==> config.mk <==
export PLATFORM = sky130hd
export DESIGN_NAME = stack_sequencer_flat
export DESIGN_NICKNAME = d
export VERILOG_FILES = /design/src/rtl/stack_pkg.sv /design/src/rtl/stack_sequencer_if.sv /design/src/rtl/stack_depth_tracker.sv /design/src/rtl/stack_sequencer.sv /design/src/flat_wrapper.sv
export SDC_FILE = /design/constraint.sdc
export NUM_CORES = 1
export LEC_CHECK = 0
export BUFFER_PORTS_ARGS = -buffer_cell sky130_fd_sc_hd__buf_2
export CORE_MARGIN = 2
export CORE_UTILIZATION = 52
export CTS_BUF_LIST = sky130_fd_sc_hd__clkbuf_4
export DETAILED_ROUTE_END_ITERATION = 8
export PLACE_DENSITY = 0.91
export SETUP_SLACK_MARGIN = 0.1
export SYNTH_ARGS = -nofsm -noshare
export SYNTH_HDL_FRONTEND = slang
export SYNTH_SLANG_ARGS = --single-unit
==> constraint.sdc <==
create_clock -name clk -period 4.1 [get_ports clk]
set_clock_uncertainty 0.2 [all_clocks]
set_input_delay 0.615 -clock clk [delete_from_list [all_inputs] [get_ports clk]]
set_output_delay 0.615 -clock clk [all_outputs]
set_load 0.005 [all_outputs]
==> src/rtl/stack_pkg.sv <==
// -----------------------------------------------------------------------------
// stack_pkg
// Shared definitions for the stack command sequencer:
//   - size defaults (DEPTH entries of DW bits, DEPTH_W-bit depth count)
//   - command opcodes carried on cmd_op
//   - response error codes carried on rsp_err
//   - sequencer FSM state encoding
//   - opcode classification helpers (grows / shrinks the stack)
// -----------------------------------------------------------------------------
package stack_pkg;

    localparam int DEPTH   = 128;
    localparam int DW      = 16;
    localparam int DEPTH_W = 8;

    localparam logic [2:0] OP_NOP  = 3'd0;
    localparam logic [2:0] OP_PUSH = 3'd1;
    localparam logic [2:0] OP_POP  = 3'd2;
    localparam logic [2:0] OP_DUP  = 3'd3;
    localparam logic [2:0] OP_DROP = 3'd4;
    localparam logic [2:0] OP_SWAP = 3'd5;
    localparam logic [2:0] OP_OVER = 3'd6;

    localparam logic [1:0] ERR_OK  = 2'd0;
    localparam logic [1:0] ERR_OVF = 2'd1;
    localparam logic [1:0] ERR_UNF = 2'd2;
    localparam logic [1:0] ERR_ILL = 2'd3;

    typedef enum logic [1:0] {
        S_IDLE   = 2'd0,
        S_ISSUE  = 2'd1,
        S_SETTLE = 2'd2,
        S_RESP   = 2'd3
    } state_t;

    // Commands that add one entry to the stack.
    function automatic logic is_grow(input logic [2:0] op);
        return (op == OP_PUSH) || (op == OP_DUP) || (op == OP_OVER);
    endfunction

    // Commands that remove one entry from the stack.
    function automatic logic is_shrink(input logic [2:0] op);
        return (op == OP_POP) || (op == OP_DROP);
    endfunction

endpackage

==> src/rtl/stack_sequencer_if.sv <==
// -----------------------------------------------------------------------------
// stack_sequencer_if
// Command and response channels between the instruction decoder and the
// stack sequencer.
//   cmd_valid/cmd_ready/cmd_op/cmd_data : one stack command per handshake
//   rsp_valid/rsp_ready/rsp_data/rsp_err: resulting top of stack + error code
// Modports: master = decoder side, slave = sequencer side.
// -----------------------------------------------------------------------------
interface stack_sequencer_if;
    import stack_pkg::*;

    logic          cmd_valid;
    logic          cmd_ready;
    logic [2:0]    cmd_op;
    logic [DW-1:0] cmd_data;
    logic          rsp_valid;
    logic          rsp_ready;
    logic [DW-1:0] rsp_data;
    logic [1:0]    rsp_err;

    modport master (
        output cmd_valid, cmd_op, cmd_data, rsp_ready,
        input  cmd_ready, rsp_valid, rsp_data, rsp_err
    );

    modport slave (
        input  cmd_valid, cmd_op, cmd_data, rsp_ready,
        output cmd_ready, rsp_valid, rsp_data, rsp_err
    );

endinterface

==> src/rtl/stack_depth_tracker.sv <==
// -----------------------------------------------------------------------------
// stack_depth_tracker
// Authoritative entry count of the register stack plus the legality check.
// Ports:
//   clk, rst_n  : clock, asynchronous active-low reset
//   op          : opcode to be checked against the current depth
//   inc, dec    : move depth by one (never both; only for legal commands)
//   depth       : current entry count, 0..DEPTH
//   full, empty : depth == DEPTH, depth == 0
//   err         : error code the op would produce at the current depth
// Depth never wraps because inc/dec are only issued for commands that passed
// the legality check; no saturation logic is needed here.
// -----------------------------------------------------------------------------
module stack_depth_tracker #(
    parameter int DEPTH   = stack_pkg::DEPTH,
    parameter int DEPTH_W = stack_pkg::DEPTH_W
) (
    input  logic               clk,
    input  logic               rst_n,
    input  logic [2:0]         op,
    input  logic               inc,
    input  logic               dec,
    output logic [DEPTH_W-1:0] depth,
    output logic               full,
    output logic               empty,
    output logic [1:0]         err
);
    import stack_pkg::*;

    logic [DEPTH_W-1:0] depth_reg;
    logic               below_two;

    always_ff @(posedge clk or negedge rst_n) begin
        if (!rst_n) begin
            depth_reg <= '0;
        end else if (inc) begin
            depth_reg <= depth_reg + DEPTH_W'(1);
        end else if (dec) begin
            depth_reg <= depth_reg - DEPTH_W'(1);
        end
    end

    assign depth     = depth_reg;
    assign full      = (depth_reg == DEPTH_W'(DEPTH));
    assign empty     = (depth_reg == '0);
    assign below_two = (depth_reg < DEPTH_W'(2));

    always_comb begin
        err = ERR_OK;
        case (op)
            OP_NOP:           err = ERR_OK;
            OP_PUSH, OP_DUP:  err = full ? ERR_OVF : ERR_OK;
            // OVER needs a second operand; a missing operand outranks a full stack.
            OP_OVER: begin
                if (below_two)  err = ERR_UNF;
                else if (full)  err = ERR_OVF;
            end
            OP_POP, OP_DROP:  err = empty ? ERR_UNF : ERR_OK;
            OP_SWAP:          err = below_two ? ERR_UNF : ERR_OK;
            default:          err = ERR_ILL;
        endcase
    end

endmodule

==> src/rtl/stack_sequencer.sv <==
// -----------------------------------------------------------------------------
// stack_sequencer
// Command-level controller for the DEPTH x DW register stack.
// Ports:
//   clk, async_reset_n        : clock, asynchronous active-low reset
//   bus (slave)               : command in / response out handshakes
//   st_push/pop/write/read    : stack strobes, registered, one ISSUE cycle
//   st_reg0_in, st_reg1_in    : data for stack entries 0 and 1
//   st_reg1_overwrite         : load entry 1 in place (SWAP)
//   st_reg0_out, st_reg1_out  : current stack entries 0 and 1
//   depth, full, empty        : entry count and its limits
//   ovf_sticky, unf_sticky    : sticky error flags, cleared by clr_flags
// Flow: IDLE -> ISSUE -> SETTLE -> RESP (illegal commands skip SETTLE).
// -----------------------------------------------------------------------------
module stack_sequencer #(
    parameter int DEPTH   = stack_pkg::DEPTH,
    parameter int DW      = stack_pkg::DW,
    parameter int DEPTH_W = stack_pkg::DEPTH_W
) (
    input  logic               clk,
    input  logic               async_reset_n,
    stack_sequencer_if.slave   bus,
    output logic               st_push,
    output logic               st_pop,
    output logic               st_write,
    output logic               st_read,
    output logic [DW-1:0]      st_reg0_in,
    output logic [DW-1:0]      st_reg1_in,
    output logic               st_reg1_overwrite,
    input  logic [DW-1:0]      st_reg0_out,
    input  logic [DW-1:0]      st_reg1_out,
    output logic [DEPTH_W-1:0] depth,
    output logic               full,
    output logic               empty,
    output logic               ovf_sticky,
    output logic               unf_sticky,
    input  logic               clr_flags
);
    import stack_pkg::*;

    state_t        state_reg;
    logic [2:0]    op_reg;
    logic [1:0]    err_reg;
    logic [1:0]    chk_err;
    logic [1:0]    rsp_err_reg;
    logic [DW-1:0] rsp_data_reg;
    logic          rsp_valid_reg;
    logic          push_reg, pop_reg, write_reg, read_reg, ovw_reg;
    logic [DW-1:0] reg0_in_reg, reg1_in_reg;
    logic          ovf_reg, unf_reg;
    logic          issue_ok;
    logic          depth_inc, depth_dec;

    // The check runs on the incoming opcode at acceptance. Depth cannot move
    // between acceptance and the end of ISSUE, so the verdict is the same as
    // checking in ISSUE, and it lets the strobes come straight from flops.
    stack_depth_tracker #(
        .DEPTH   (DEPTH),
        .DEPTH_W (DEPTH_W)
    ) u_depth (
        .clk   (clk),
        .rst_n (async_reset_n),
        .op    (bus.cmd_op),
        .inc   (depth_inc),
        .dec   (depth_dec),
        .depth (depth),
        .full  (full),
        .empty (empty),
        .err   (chk_err)
    );

    assign issue_ok  = (state_reg == S_ISSUE) && (err_reg == ERR_OK);
    assign depth_inc = issue_ok && is_grow(op_reg);
    assign depth_dec = issue_ok && is_shrink(op_reg);

    always_ff @(posedge clk or negedge async_reset_n) begin
        if (!async_reset_n) begin
            state_reg     <= S_IDLE;
            op_reg        <= OP_NOP;
            err_reg       <= ERR_OK;
            rsp_err_reg   <= ERR_OK;
            rsp_data_reg  <= '0;
            rsp_valid_reg <= 1'b0;
            push_reg      <= 1'b0;
            pop_reg       <= 1'b0;
            write_reg     <= 1'b0;
            read_reg      <= 1'b0;
            ovw_reg       <= 1'b0;
            reg0_in_reg   <= '0;
            reg1_in_reg   <= '0;
        end else begin
            // Strobes live for exactly one cycle: whatever IDLE loads is
            // cleared again at the edge that ends ISSUE.
            push_reg    <= 1'b0;
            pop_reg     <= 1'b0;
            write_reg   <= 1'b0;
            read_reg    <= 1'b0;
            ovw_reg     <= 1'b0;
            reg0_in_reg <= '0;
            reg1_in_reg <= '0;

            case (state_reg)
                S_IDLE: begin
                    if (bus.cmd_valid) begin
                        op_reg    <= bus.cmd_op;
                        err_reg   <= chk_err;
                        state_reg <= S_ISSUE;
                        if (chk_err == ERR_OK) begin
                            case (bus.cmd_op)
                                OP_PUSH: begin
                                    write_reg   <= 1'b1;
                                    push_reg    <= 1'b1;
                                    reg0_in_reg <= bus.cmd_data;
                                end
                                OP_DUP: begin
                                    write_reg   <= 1'b1;
                                    push_reg    <= 1'b1;
                                    reg0_in_reg <= st_reg0_out;
                                end
                                OP_OVER: begin
                                    write_reg   <= 1'b1;
                                    push_reg    <= 1'b1;
                                    reg0_in_reg <= st_reg1_out;
                                end
                                OP_POP, OP_DROP: begin
                                    read_reg <= 1'b1;
                                    pop_reg  <= 1'b1;
                                end
                                OP_SWAP: begin
                                    write_reg   <= 1'b1;
                                    ovw_reg     <= 1'b1;
                                    reg0_in_reg <= st_reg1_out;
                                    reg1_in_reg <= st_reg0_out;
                                end
                                default: ;
                            endcase
                        end
                    end
                end

                S_ISSUE: begin
                    rsp_err_reg <= err_reg;
                    if (err_reg != ERR_OK) begin
                        rsp_data_reg  <= empty ? '0 : st_reg0_out;
                        rsp_valid_reg <= 1'b1;
                        state_reg     <= S_RESP;
                    end else begin
                        // POP reports the entry it removes, which is only
                        // visible before the stack shifts at this edge.
                        if (op_reg == OP_POP) begin
                            rsp_data_reg <= st_reg0_out;
                        end
                        state_reg <= S_SETTLE;
                    end
                end

                S_SETTLE: begin
                    if (op_reg != OP_POP) begin
                        rsp_data_reg <= st_reg0_out;
                    end
                    rsp_valid_reg <= 1'b1;
                    state_reg     <= S_RESP;
                end

                S_RESP: begin
                    if (bus.rsp_ready) begin
                        rsp_valid_reg <= 1'b0;
                        state_reg     <= S_IDLE;
                    end
                end

                default: state_reg <= S_IDLE;
            endcase
        end
    end

    // A new error in the same cycle as clr_flags keeps the flag set.
    always_ff @(posedge clk or negedge async_reset_n) begin
        if (!async_reset_n) begin
            ovf_reg <= 1'b0;
            unf_reg <= 1'b0;
        end else begin
            if ((state_reg == S_ISSUE) && (err_reg == ERR_OVF)) ovf_reg <= 1'b1;
            else if (clr_flags)                                 ovf_reg <= 1'b0;
            if ((state_reg == S_ISSUE) && (err_reg == ERR_UNF)) unf_reg <= 1'b1;
            else if (clr_flags)                                 unf_reg <= 1'b0;
        end
    end

    assign bus.cmd_ready     = (state_reg == S_IDLE);
    assign bus.rsp_valid     = rsp_valid_reg;
    assign bus.rsp_data      = rsp_data_reg;
    assign bus.rsp_err       = rsp_err_reg;
    assign st_push           = push_reg;
    assign st_pop            = pop_reg;
    assign st_write          = write_reg;
    assign st_read           = read_reg;
    assign st_reg1_overwrite = ovw_reg;
    assign st_reg0_in        = reg0_in_reg;
    assign st_reg1_in        = reg1_in_reg;
    assign ovf_sticky        = ovf_reg;
    assign unf_sticky        = unf_reg;

endmodule

==> src/flat_wrapper.sv <==
// flat-port wrapper written by rule: the top's interface ports become plain ports
module stack_sequencer_flat import stack_pkg::*;
#(
    parameter int DEPTH   = stack_pkg::DEPTH,
    parameter int DW      = stack_pkg::DW,
    parameter int DEPTH_W = stack_pkg::DEPTH_W
)
  (clk, async_reset_n, st_push, st_pop, st_write, st_read, st_reg0_in, st_reg1_in, st_reg1_overwrite, st_reg0_out, st_reg1_out, depth, full, empty, ovf_sticky, unf_sticky, clr_flags, bus_cmd_valid, bus_cmd_op, bus_cmd_data, bus_rsp_ready, bus_cmd_ready, bus_rsp_valid, bus_rsp_data, bus_rsp_err);
  stack_sequencer_if bus_i ();
  input  logic clk;
  input  logic async_reset_n;
  output logic st_push;
  output logic st_pop;
  output logic st_write;
  output logic st_read;
  output logic [DW-1:0] st_reg0_in;
  output logic [DW-1:0] st_reg1_in;
  output logic st_reg1_overwrite;
  input  logic [DW-1:0] st_reg0_out;
  input  logic [DW-1:0] st_reg1_out;
  output logic [DEPTH_W-1:0] depth;
  output logic full;
  output logic empty;
  output logic ovf_sticky;
  output logic unf_sticky;
  input  logic clr_flags;
  input wire logic [$bits(bus_i.cmd_valid)-1:0] bus_cmd_valid;
  input wire logic [$bits(bus_i.cmd_op)-1:0] bus_cmd_op;
  input wire logic [$bits(bus_i.cmd_data)-1:0] bus_cmd_data;
  input wire logic [$bits(bus_i.rsp_ready)-1:0] bus_rsp_ready;
  output wire logic [$bits(bus_i.cmd_ready)-1:0] bus_cmd_ready;
  output wire logic [$bits(bus_i.rsp_valid)-1:0] bus_rsp_valid;
  output wire logic [$bits(bus_i.rsp_data)-1:0] bus_rsp_data;
  output wire logic [$bits(bus_i.rsp_err)-1:0] bus_rsp_err;
  assign bus_i.cmd_valid = bus_cmd_valid;
  assign bus_i.cmd_op = bus_cmd_op;
  assign bus_i.cmd_data = bus_cmd_data;
  assign bus_i.rsp_ready = bus_rsp_ready;
  assign bus_cmd_ready = bus_i.cmd_ready;
  assign bus_rsp_valid = bus_i.rsp_valid;
  assign bus_rsp_data = bus_i.rsp_data;
  assign bus_rsp_err = bus_i.rsp_err;
  stack_sequencer #(.DEPTH(DEPTH), .DW(DW), .DEPTH_W(DEPTH_W)) u_core (.clk(clk), .async_reset_n(async_reset_n), .bus(bus_i), .st_push(st_push), .st_pop(st_pop), .st_write(st_write), .st_read(st_read), .st_reg0_in(st_reg0_in), .st_reg1_in(st_reg1_in), .st_reg1_overwrite(st_reg1_overwrite), .st_reg0_out(st_reg0_out), .st_reg1_out(st_reg1_out), .depth(depth), .full(full), .empty(empty), .ovf_sticky(ovf_sticky), .unf_sticky(unf_sticky), .clr_flags(clr_flags));
endmodule
## Yosys cells after proc, flatten, opt, wreduce, memory -nomap -nowiden

Cells that the tools add are included.

| storage, ports and cells | value |
|---|---|
| bits in registers | 72 |

| operators by class | value |
|---|---|
| add/sub/neg operators | 2 |
| $lt $le $gt $ge | 1 |
| equal/unequal tests | 23 |
| muxes and demuxes | 46 |
| reduce and logical (&&, ||, !) cells | 28 |

Operators with widths:

| kind | number |
|---|---|
| 16-bit 2-to-1 mux | 11 |
| 16-bit case mux with 3 select lines | 1 |
| 16-bit case mux with 2 select lines | 1 |
| 1-bit 2-to-1 mux | 23 |
| 8-bit 2-to-1 mux | 2 |
| 3-bit == test (second input constant) | 5 |
| 3-bit by 2-bit == test with 1-bit output (second input constant) | 4 |
| 2-bit 2-to-1 mux | 5 |
| 2-bit case mux with 5 select lines | 1 |
| 2-bit nonzero test | 5 |
| 8-bit by 1-bit adder with 8-bit output (second input constant) | 1 |
| 8-bit == test (second input constant) | 1 |
| 8-bit zero test | 1 |
| 8-bit by 2-bit less-than comparator with 1-bit output (second input constant) | 1 |
| 2-bit case mux with 4 select lines | 1 |
| 8-bit by 1-bit subtractor with 8-bit output (second input constant) | 1 |
| 2-bit == test (second input constant) | 3 |
| 3-bit by 1-bit == test with 1-bit output (second input constant) | 2 |
| 2-bit zero test | 3 |
| 2-bit inequality test (second input constant) | 3 |
| 3-bit AND reduction | 2 |
| 2-bit OR reduction | 3 |
| 1-bit logical AND | 5 |
| 2-bit by 1-bit == test with 1-bit output (second input constant) | 2 |
| other kinds (10) | 13 |

## Logic depth before layout (Yosys ltp)

Gate-level depths: netlist of the first run.

| depth | value |
|---|---|
| depth after elaboration | 8 |
| gate-level depth with buffers | 10 |

## Hierarchy

A second synthesis of the first run with hierarchy kept.

| second synthesis, totals | value |
|---|---|
| cell total of the unflattened synthesis | 319 |
| area total of the unflattened synthesis | 3512.1 sq um |

Modules (own cells, without submodules):

| module | times used | cells an instance | area an instance (sq um) | seq. area each (sq um) |
|---|---|---|---|---|
| stack_sequencer | 1 | 248 | 2867.8 | 1601.5 |
| stack_depth_tracker | 1 | 71 | 644.4 | 200.2 |

## Least setup slack after synthesis of the first run

Ideal clock, no wire load.

| path | value |
|---|---|
| kind | flip-flop to flip-flop |
| start point | register u_core.state_reg[1] |
| end point | register u_core.u_depth.depth_reg[7] (netlist: u_core.u_depth.depth[7]) |
| arrival time | 2.685 ns |
| setup slack | 1.086 ns |
| stages on the path, launching flop included | 11 |
| buffers on the path | 0 |
| clock period less this slack | 3.014 ns |
| cells stage by stage | dfrtp_1 inv_1 ha_1 nor3b_2 nand2_1 ha_1 a211oi_1 nor3_1 o311a_1 a311oi_1 nand3b_1 |

| between the ends | value |
|---|---|
| cells in the longest elaborated chain, start to end | 4 |

Ends and longest elaborated chain:

| what | RTL line | RTL |
|---|---|---|
| start, declared | stack_sequencer.sv:41 | `state_t state_reg;` |
| start signal, assigned | stack_sequencer.sv:78 | `state_reg <= S_IDLE;` |
| start signal, assigned | stack_sequencer.sv:107 | `state_reg <= S_ISSUE;` |
| start signal, assigned | stack_sequencer.sv:146 | `state_reg <= S_RESP;` |
| 2-bit by 1-bit == test with 1-bit output (*) | stack_sequencer.sv:72 | `assign issue_ok = (state_reg == S_ISSUE) && (err_reg == ERR_OK);` |
| 1-bit logical AND (*) | stack_sequencer.sv:72 |  |
| 1-bit logical AND (on tied branches) | stack_sequencer.sv:73, stack_sequencer.sv:74 |  |
| 8-bit 2-to-1 mux / 2-bit nonzero test (equally long branches) | - |  |
| end signal, assigned | stack_depth_tracker.sv:37 | `depth_reg <= depth_reg + DEPTH_W'(1);` |
| end signal, assigned | stack_depth_tracker.sv:39 | `depth_reg <= depth_reg - DEPTH_W'(1);` |
| end, declared | stack_depth_tracker.sv:30 | `logic [DEPTH_W-1:0] depth_reg;` |

Every way passes the cells marked *; elsewhere a longest branch is shown, timed or not.
A chain may end at the register's enable or synchronous reset.

## Worst setup path in the final report of the first run

Same ends and word-level chain as after synthesis.

==> results of run 1 <==
-- logic make-up after synthesis --
group / count (synthesis)
adder cells (fa/ha/maj): 11
buffers and inverters: 47
XOR/XNOR: 9
flip-flops: 72
multiplexers: 23
AND/OR/NAND/NOR: 86
AO/OA/AOI/OAI: 75
-- cells in the final DEF (no fill, tap or decap), drive strengths merged, types with 10 or more instances in the layout --
cell / instances
buf: 127
dfrtp: 72
inv: 24
mux2: 22
nor3: 21
nor4: 21
nand2: 18
a22o: 17
a32oi: 16
o21ai: 15
a21oi: 13
ha: 10
-- area by class of cell --
| cell class | instances | share of cell area (%) |
|---|---|---|
| inverters | 23 | 1.998 |
| multi-input cells | 204 | 35.88 |
| repair buffers | 127 | 14.89 |
| clock inverters | 7 | 1.651 |
| clock buffers | 9 | 1.564 |
| well taps | 80 | 2.317 |
| flip-flops and latches | 72 | 41.70 |
-- critical path: stages (launching register included) --
cell,delay (ns)
dfrtp_1,0.43
inv_1,0.11
ha_1,0.24
nor3b_2,0.43
nand2_1,0.32
ha_1,0.42
o21ai_0,0.33
nor3_1,0.15
o311a_1,0.35
a311oi_1,0.28
nand3b_1,0.11
-- metal layers --
metal	wire length (um)	up-vias	GRT usage [%]	part of all wire, %
met3	606	29	4.739	6.5
met2	4371	148	37.54	47
met5	0	-	0	0
met1	4037	1476	36.18	43
met4	308	0	13.07	3.3
li1	-	1418	-	-
-- power by group through the flow --
stage                     Clock (W)  Combinational, W  Sequential, W
after global routing       0.000496           0.00146        0.00110
after global placement            0           0.00125        0.00108
after CTS                  0.000461           0.00130        0.00108
after floorplan                   0          0.000951        0.00105
after detailed placement          0           0.00130        0.00109
final                      0.000450           0.00130        0.00108
-- stage by stage --
stage	util (%)	hold slack [ns]	instance area (um2)	power, W
after floorplan	-	0.1194	3571	0.002003
after global placement	62.23	0.2625	4182	0.002326
after detailed placement	62.23	0.2855	4182	0.002385
after CTS	64.30	0.01107	4320	0.002841
after global routing	64.30	0.04063	4320	0.003061
final	64.30	0.002262	4320	0.002829
-- path summary, 6_finish.rpt --
check | end | start | slack, ns | depth (start not counted)
worst max-delay path | u_core.u_depth.depth[7] | u_core.state_reg[1] | 0.64 | 10
worst min-delay path | u_core.u_depth.depth[2] | async_reset_n | 0.002 | 1
worst max register to register | u_core.u_depth.depth[7] | u_core.state_reg[1] | 0.64 | 10
worst min register to register | u_core.bus.rsp_valid | u_core.bus.rsp_valid | 0.31 | 2
max in group asynchronous | u_core.bus.rsp_data[12] | async_reset_n | 2.66 | 2
min in group clk | u_core.unf_sticky | clr_flags | 0.19 | 2
==> results.md, run 1 <==
- Status: finished, final reports clean
- Cell Rows: 30
- Synth warnings: 0
- Fin nets: just over 500
- Synth Area in Compound Gates: 15.84%
- Initial antenna violation count: 0
- Via Count: 3071
- Die Y: 86.87 um
- Resize count post-CTS: 0
- Setup violations, final: 0
- Worst-path fanout max: 8
- Total GRT Usage: 25.54%
- Drt wl/cell: roughly 18 um
- GR Overflow Total: 0
- Starting DRT DRC Count: 197
- Worst Path Arrival: 3.57 ns
- Syn_area_per_cell: 11.06 um2
- Area contributors post-synth: dfrtp_1 50%, mux2_2 6.9%, a22o_1 4.2%, a32oi_1 3.9%, ha_1 3.5%
- Main combinational cell family by area after synthesis: compound AO/OA/AOI/OAI gates
- Htree depth: 3
- Internal power: 0.001682 W
- Startpoint types: flop
- Largest net degree at the start of global routing: 45
- Setup crit end kind: flop
- Final worst-path cycle share: 84.33%
- Chip Width: 86.87 um
- Setup bufs post-CTS: 0
- TritonCTS buffer count: 9
- Gate count of the mapped netlist: between 300 and 400
- Multi-input gate area: 1550 um2
- Initial Util: a little over half
- Port Buffer Count: 124
- Fmax: 0.2892 GHz
- Main synth FF type: dfrtp_1
- Tightest Pin Transition: 1.250 ns
- Mux share of post-synthesis cell area: 7.218%
- Psw: between 0.001 and 0.0015 W
- Yosys reg bits: 72
- Power Density: roughly 650 nW/um2
- Num ports: 125
- Hold WC Path Type: input pin to async pin
- VDD IR max: 0.2848 mV
- GPL Wtd Cong: a little under 0.9
- Leak: 2.186 nW
- RSZ-0062 raised after global routing: no
- Clock network power share: 15.9%
- Placed Cells: a little over 500
- Top cells by count, synth: 72 x dfrtp_1, 23 x inv_1, 22 x mux2_2
- Fin. max-slew vios: 0
- DRC Markers: 0
- PnR worst setup slack: between 0.6 and 0.7 ns
- Die ar.: 7546 um2
- Pre-CTS setup slack: 0.6623 ns
- Num Clock Sinks: 72
- Vias per inst: 5.883
- Hold_buf cts: 0
- Layout area overhead: 20.99%
- Sequential Power Share: 38.0%
- Non-Filler Instances: 522
- Maxcap violations: 0
- Clk_lat worst skew: 0.42 ns
- Netlist cell types: 50
- Maximum buffer depth of the clock tree: 2
- CTS tree: built
- Clk root buf: clkbuf_4
- Fillers: approximately 530
- Register area: 1802 um2
- Post-synth EDFFs: 0
- Count leader, synth: dfrtp_1
- WL final: just over 9 mm
- CORE AREA: between 6000 and 7000 um2
- Max-slew headroom: between 15 and 20%
- Fraction of final layout cells with drive strength greater than 1: 39.37%
- Vias in the first global route: 2993
- Simple-gate portion of the synthesized area: 14.09%
- Register area share after synthesis: 50.46%
- Setup TNS: 0 ns
- Asr flop ratio synth: 100.0%
- Post-DP HPWL: 6.673 mm
- Hold Vio Cnt, Final: 0
- Tmin final: around 3.5 ns
- Drt first pass iters: 5
- Syn Nets: 390
- Synth top area share: just over 50%
- Combinational Power Share: 46.1%
- Mapped Area: 3571 um2
- WS Path Type: flop to flop
- WP data required: 4.21 ns
- CTS clk-pin slew, worst paths: 0.12 ns
- Switching Share: 40.57%
- Antenna Cells: 0
- Antenna viol nets, final: 0
- Global-route wire length before repair: ~15 mm
- Post-Synth XOR/XNOR Area: under 10%
- Post-synthesis cell type with the largest combined area: dfrtp_1
- Synth Area in Adders: 4.064%
Note: power is estimated with default switching activity, not from simulation.
==> run 2: changes to the inputs <==
--- a/config.mk
+++ b/config.mk
@@ -7,10 +7,10 @@
 export LEC_CHECK = 0
 export BUFFER_PORTS_ARGS = -buffer_cell sky130_fd_sc_hd__buf_2
 export CORE_MARGIN = 2
-export CORE_UTILIZATION = 52
+export CORE_UTILIZATION = 47
 export CTS_BUF_LIST = sky130_fd_sc_hd__clkbuf_4
 export DETAILED_ROUTE_END_ITERATION = 8
-export PLACE_DENSITY = 0.91
+export PLACE_DENSITY = 0.87
 export SETUP_SLACK_MARGIN = 0.1
 export SYNTH_ARGS = -nofsm -noshare
 export SYNTH_HDL_FRONTEND = slang
==> constraint.sdc (replaced) <==
create_clock -name clk -period 2.9 [get_ports clk]
set_clock_uncertainty 0.2 [all_clocks]
set_input_delay 0.435 -clock clk [delete_from_list [all_inputs] [get_ports clk]]
set_output_delay 0.435 -clock clk [all_outputs]
set_load 0.005 [all_outputs]
==> run 2 against run 1 <==
Against the previous run: hold slack improved by 0.018 ns; maximum frequency increased by 21%; clock-buffer cell count did not move; clock power is 47% higher; sequential share of layout area fell by 2.5 points; sequential cell count stayed put; power is 57% higher; critical endpoint unchanged.
==> results.md, run 2 (synthesis gave the netlist of run 1 again) <==
- Die Y: 91.17 um
- Most common cell after layout, fill and taps aside: buf_2
- Starting DRT DRC Count: 208
- Total GRT Usage: 24.05%
- Power Density: just under 1000 nW/um2
- Tmin final: 2.855 ns
- Setup violations, final: 0
- Final worst-path cycle share: 98.44%
- Most frequent cells in the layout: 124 x buf_2, 72 x dfrtp_1, 23 x inv_1
- Clk root buf: clkbuf_4
- VDD IR max: 0.4571 mV
- Leak: ~2.3 nW
- Worst-path fanout max: 7
- Antenna Cells: 0
- Htree depth: 3
- Post-DP HPWL: between 7 and 8 mm
- RSZ-0062 raised after global routing: yes
- Max-slew headroom: 38.72%
- GPL Wtd Cong: 0.9210
- Met3 WL post-DR: between 500 and 600 um
- Maximum buffer depth of the clock tree: 2
- Pre-CTS setup slack: -0.02308 ns
- Num Clock Sinks: 72
- GR Overflow Total: 0
- CORE AREA: ~7300 um2
- Worst Path Arrival: 2.95 ns
- Via Count: 3176
- Drt first pass iters: 5
- Fraction of final layout cells with drive strength greater than 1: 43.76%
- Status: finished, final reports clean
- Layout area overhead: 28.77%
- Fmax: 0.3503 GHz
- Top Metal Used: met4
- Vias per inst: 5.712
- WL final: 10.27 mm
- Largest net degree at the start of global routing: 41
- WS Path Type: flop to flop
- Clk_lat worst skew: around 0.41 ns
- PnR worst setup slack: 0.04529 ns
- CTS tree: built
- Hold Vio Cnt, Final: 0
- CTS clk-pin slew, worst paths: 0.15 ns
- Antenna viol nets, final: 0
- Fillers: a little over 600
- Startpoint types: flop
- Cell Rows: 31
- Global-route wire length before repair: 15.51 mm
- Die ar.: approximately 8300 um2
- Final Power: around 0.0044 W
- Initial antenna violation count: 0
- Fin nets: 519
- Core Util, Final: 63.06%
- TritonCTS buffer count: 9
- WP data required: approximately 3.0 ns
- Fin. max-slew vios: 0
- Maxcap violations: 0
- Setup crit end kind: flop
- Hold WC Path Type: input pin to flop
- Vias in the first global route: 3035
- DRC Markers: 0
- Met1 WL: roughly 4.3 mm
- DR WL met2: 5.045 mm
- Drt wl/cell: about 18 um
- Num ports: 125
- Port Buffer Count: 124
- Chip Width: 91.17 um
- Tightest Pin Transition: 0.9177 ns
- Initial Util: 48.97%
-- run 2: cell count changes in the layout (fill, tap and decap cells not counted), moves of 2 or more --
cell / previous run / this run
ha_2: 0 / 2
buf_4: 3 / 15
dlygate4sd3_1: 0 / 2
ha_4: 0 / 3
ha_1: 10 / 5
-- run 2: worst paths after layout --
path | from | endpoint | slack, ns | cells past startpoint
setup / recovery | u_core.state_reg[1] | u_core.u_depth.depth[7] | 0.05 | 10
hold / removal | st_reg0_out[2] | u_core.st_reg1_in[2] | 0.02 | 3
setup reg to reg | u_core.state_reg[1] | u_core.u_depth.depth[7] | 0.05 | 10
hold reg to reg | u_core.bus.rsp_valid | u_core.bus.rsp_valid | 0.30 | 2
max in group asynchronous | async_reset_n | u_core.st_reg1_in[11] | 1.73 | 3
min in group asynchronous | async_reset_n | u_core.bus.rsp_data[14] | 0.37 | 3
-- run 2: per-stage QoR --
stage	setup TNS [ns]	area [um2]	cells	hold WS, ns
after global routing	-0.03499	4598	556	0.01188
after floorplan	0	3587	323	-0.06059
final	0	4598	556	0.01977
after global placement	0	4294	533	0.2564
after detailed placement	-0.02308	4294	533	0.2778
after CTS	0	4481	553	0.008386
-- run 2: worst max-delay path, cell delays in order, from the launching register on --
cell,delay [ns]
dfrtp_1,0.40
inv_1,0.10
ha_2,0.19
nor3b_4,0.23
nand2_4,0.14
ha_4,0.26
a211oi_4,0.31
nor3_4,0.09
o311a_1,0.36
a311oi_2,0.33
nand3b_1,0.12
-- run 2: final cells by class --
type | instances | area (um2) | share of cell area, %
sequential | 72 | 1802 | 39.18
multi-input combinational | 204 | 1667 | 36.24
timing repair buffer | 142 | 773.2 | 16.82
tap | 99 | 123.9 | 2.694
inverter | 23 | 86.33 | 1.878
clock inverter | 7 | 78.83 | 1.714
clock buffer | 9 | 67.56 | 1.469
-- run 2: power breakdown --
part,switching (W),internal [W]
Clock,0.000393,0.000269
Sequential,0.000258,0.00127
Combinational,0.00119,0.00105
-- run 2: timing repair --
| action | 4_1_cts | 5_1_grt |
|---|---|---|
| gates cloned | 0 | 0 |
| hold buffers | 2 | 0 |
| setup endpoints to repair | 1 | 1 |
| hold endpoints to repair | 73 | 0 |
| buffers inserted | 2 | 3 |
| gates resized for setup | 1 | 13 |
| pin swaps | 2 | 3 |
-- run 2: per-layer routing --
| layer | GRT usage (%) | up-vias |
|---|---|---|
| met5 | 0 | - |
| met4 | 10.35 | 0 |
| met3 | 4.730 | 26 |
| met2 | 37.47 | 152 |
| met1 | 32.79 | 1550 |
| li1 | - | 1448 |
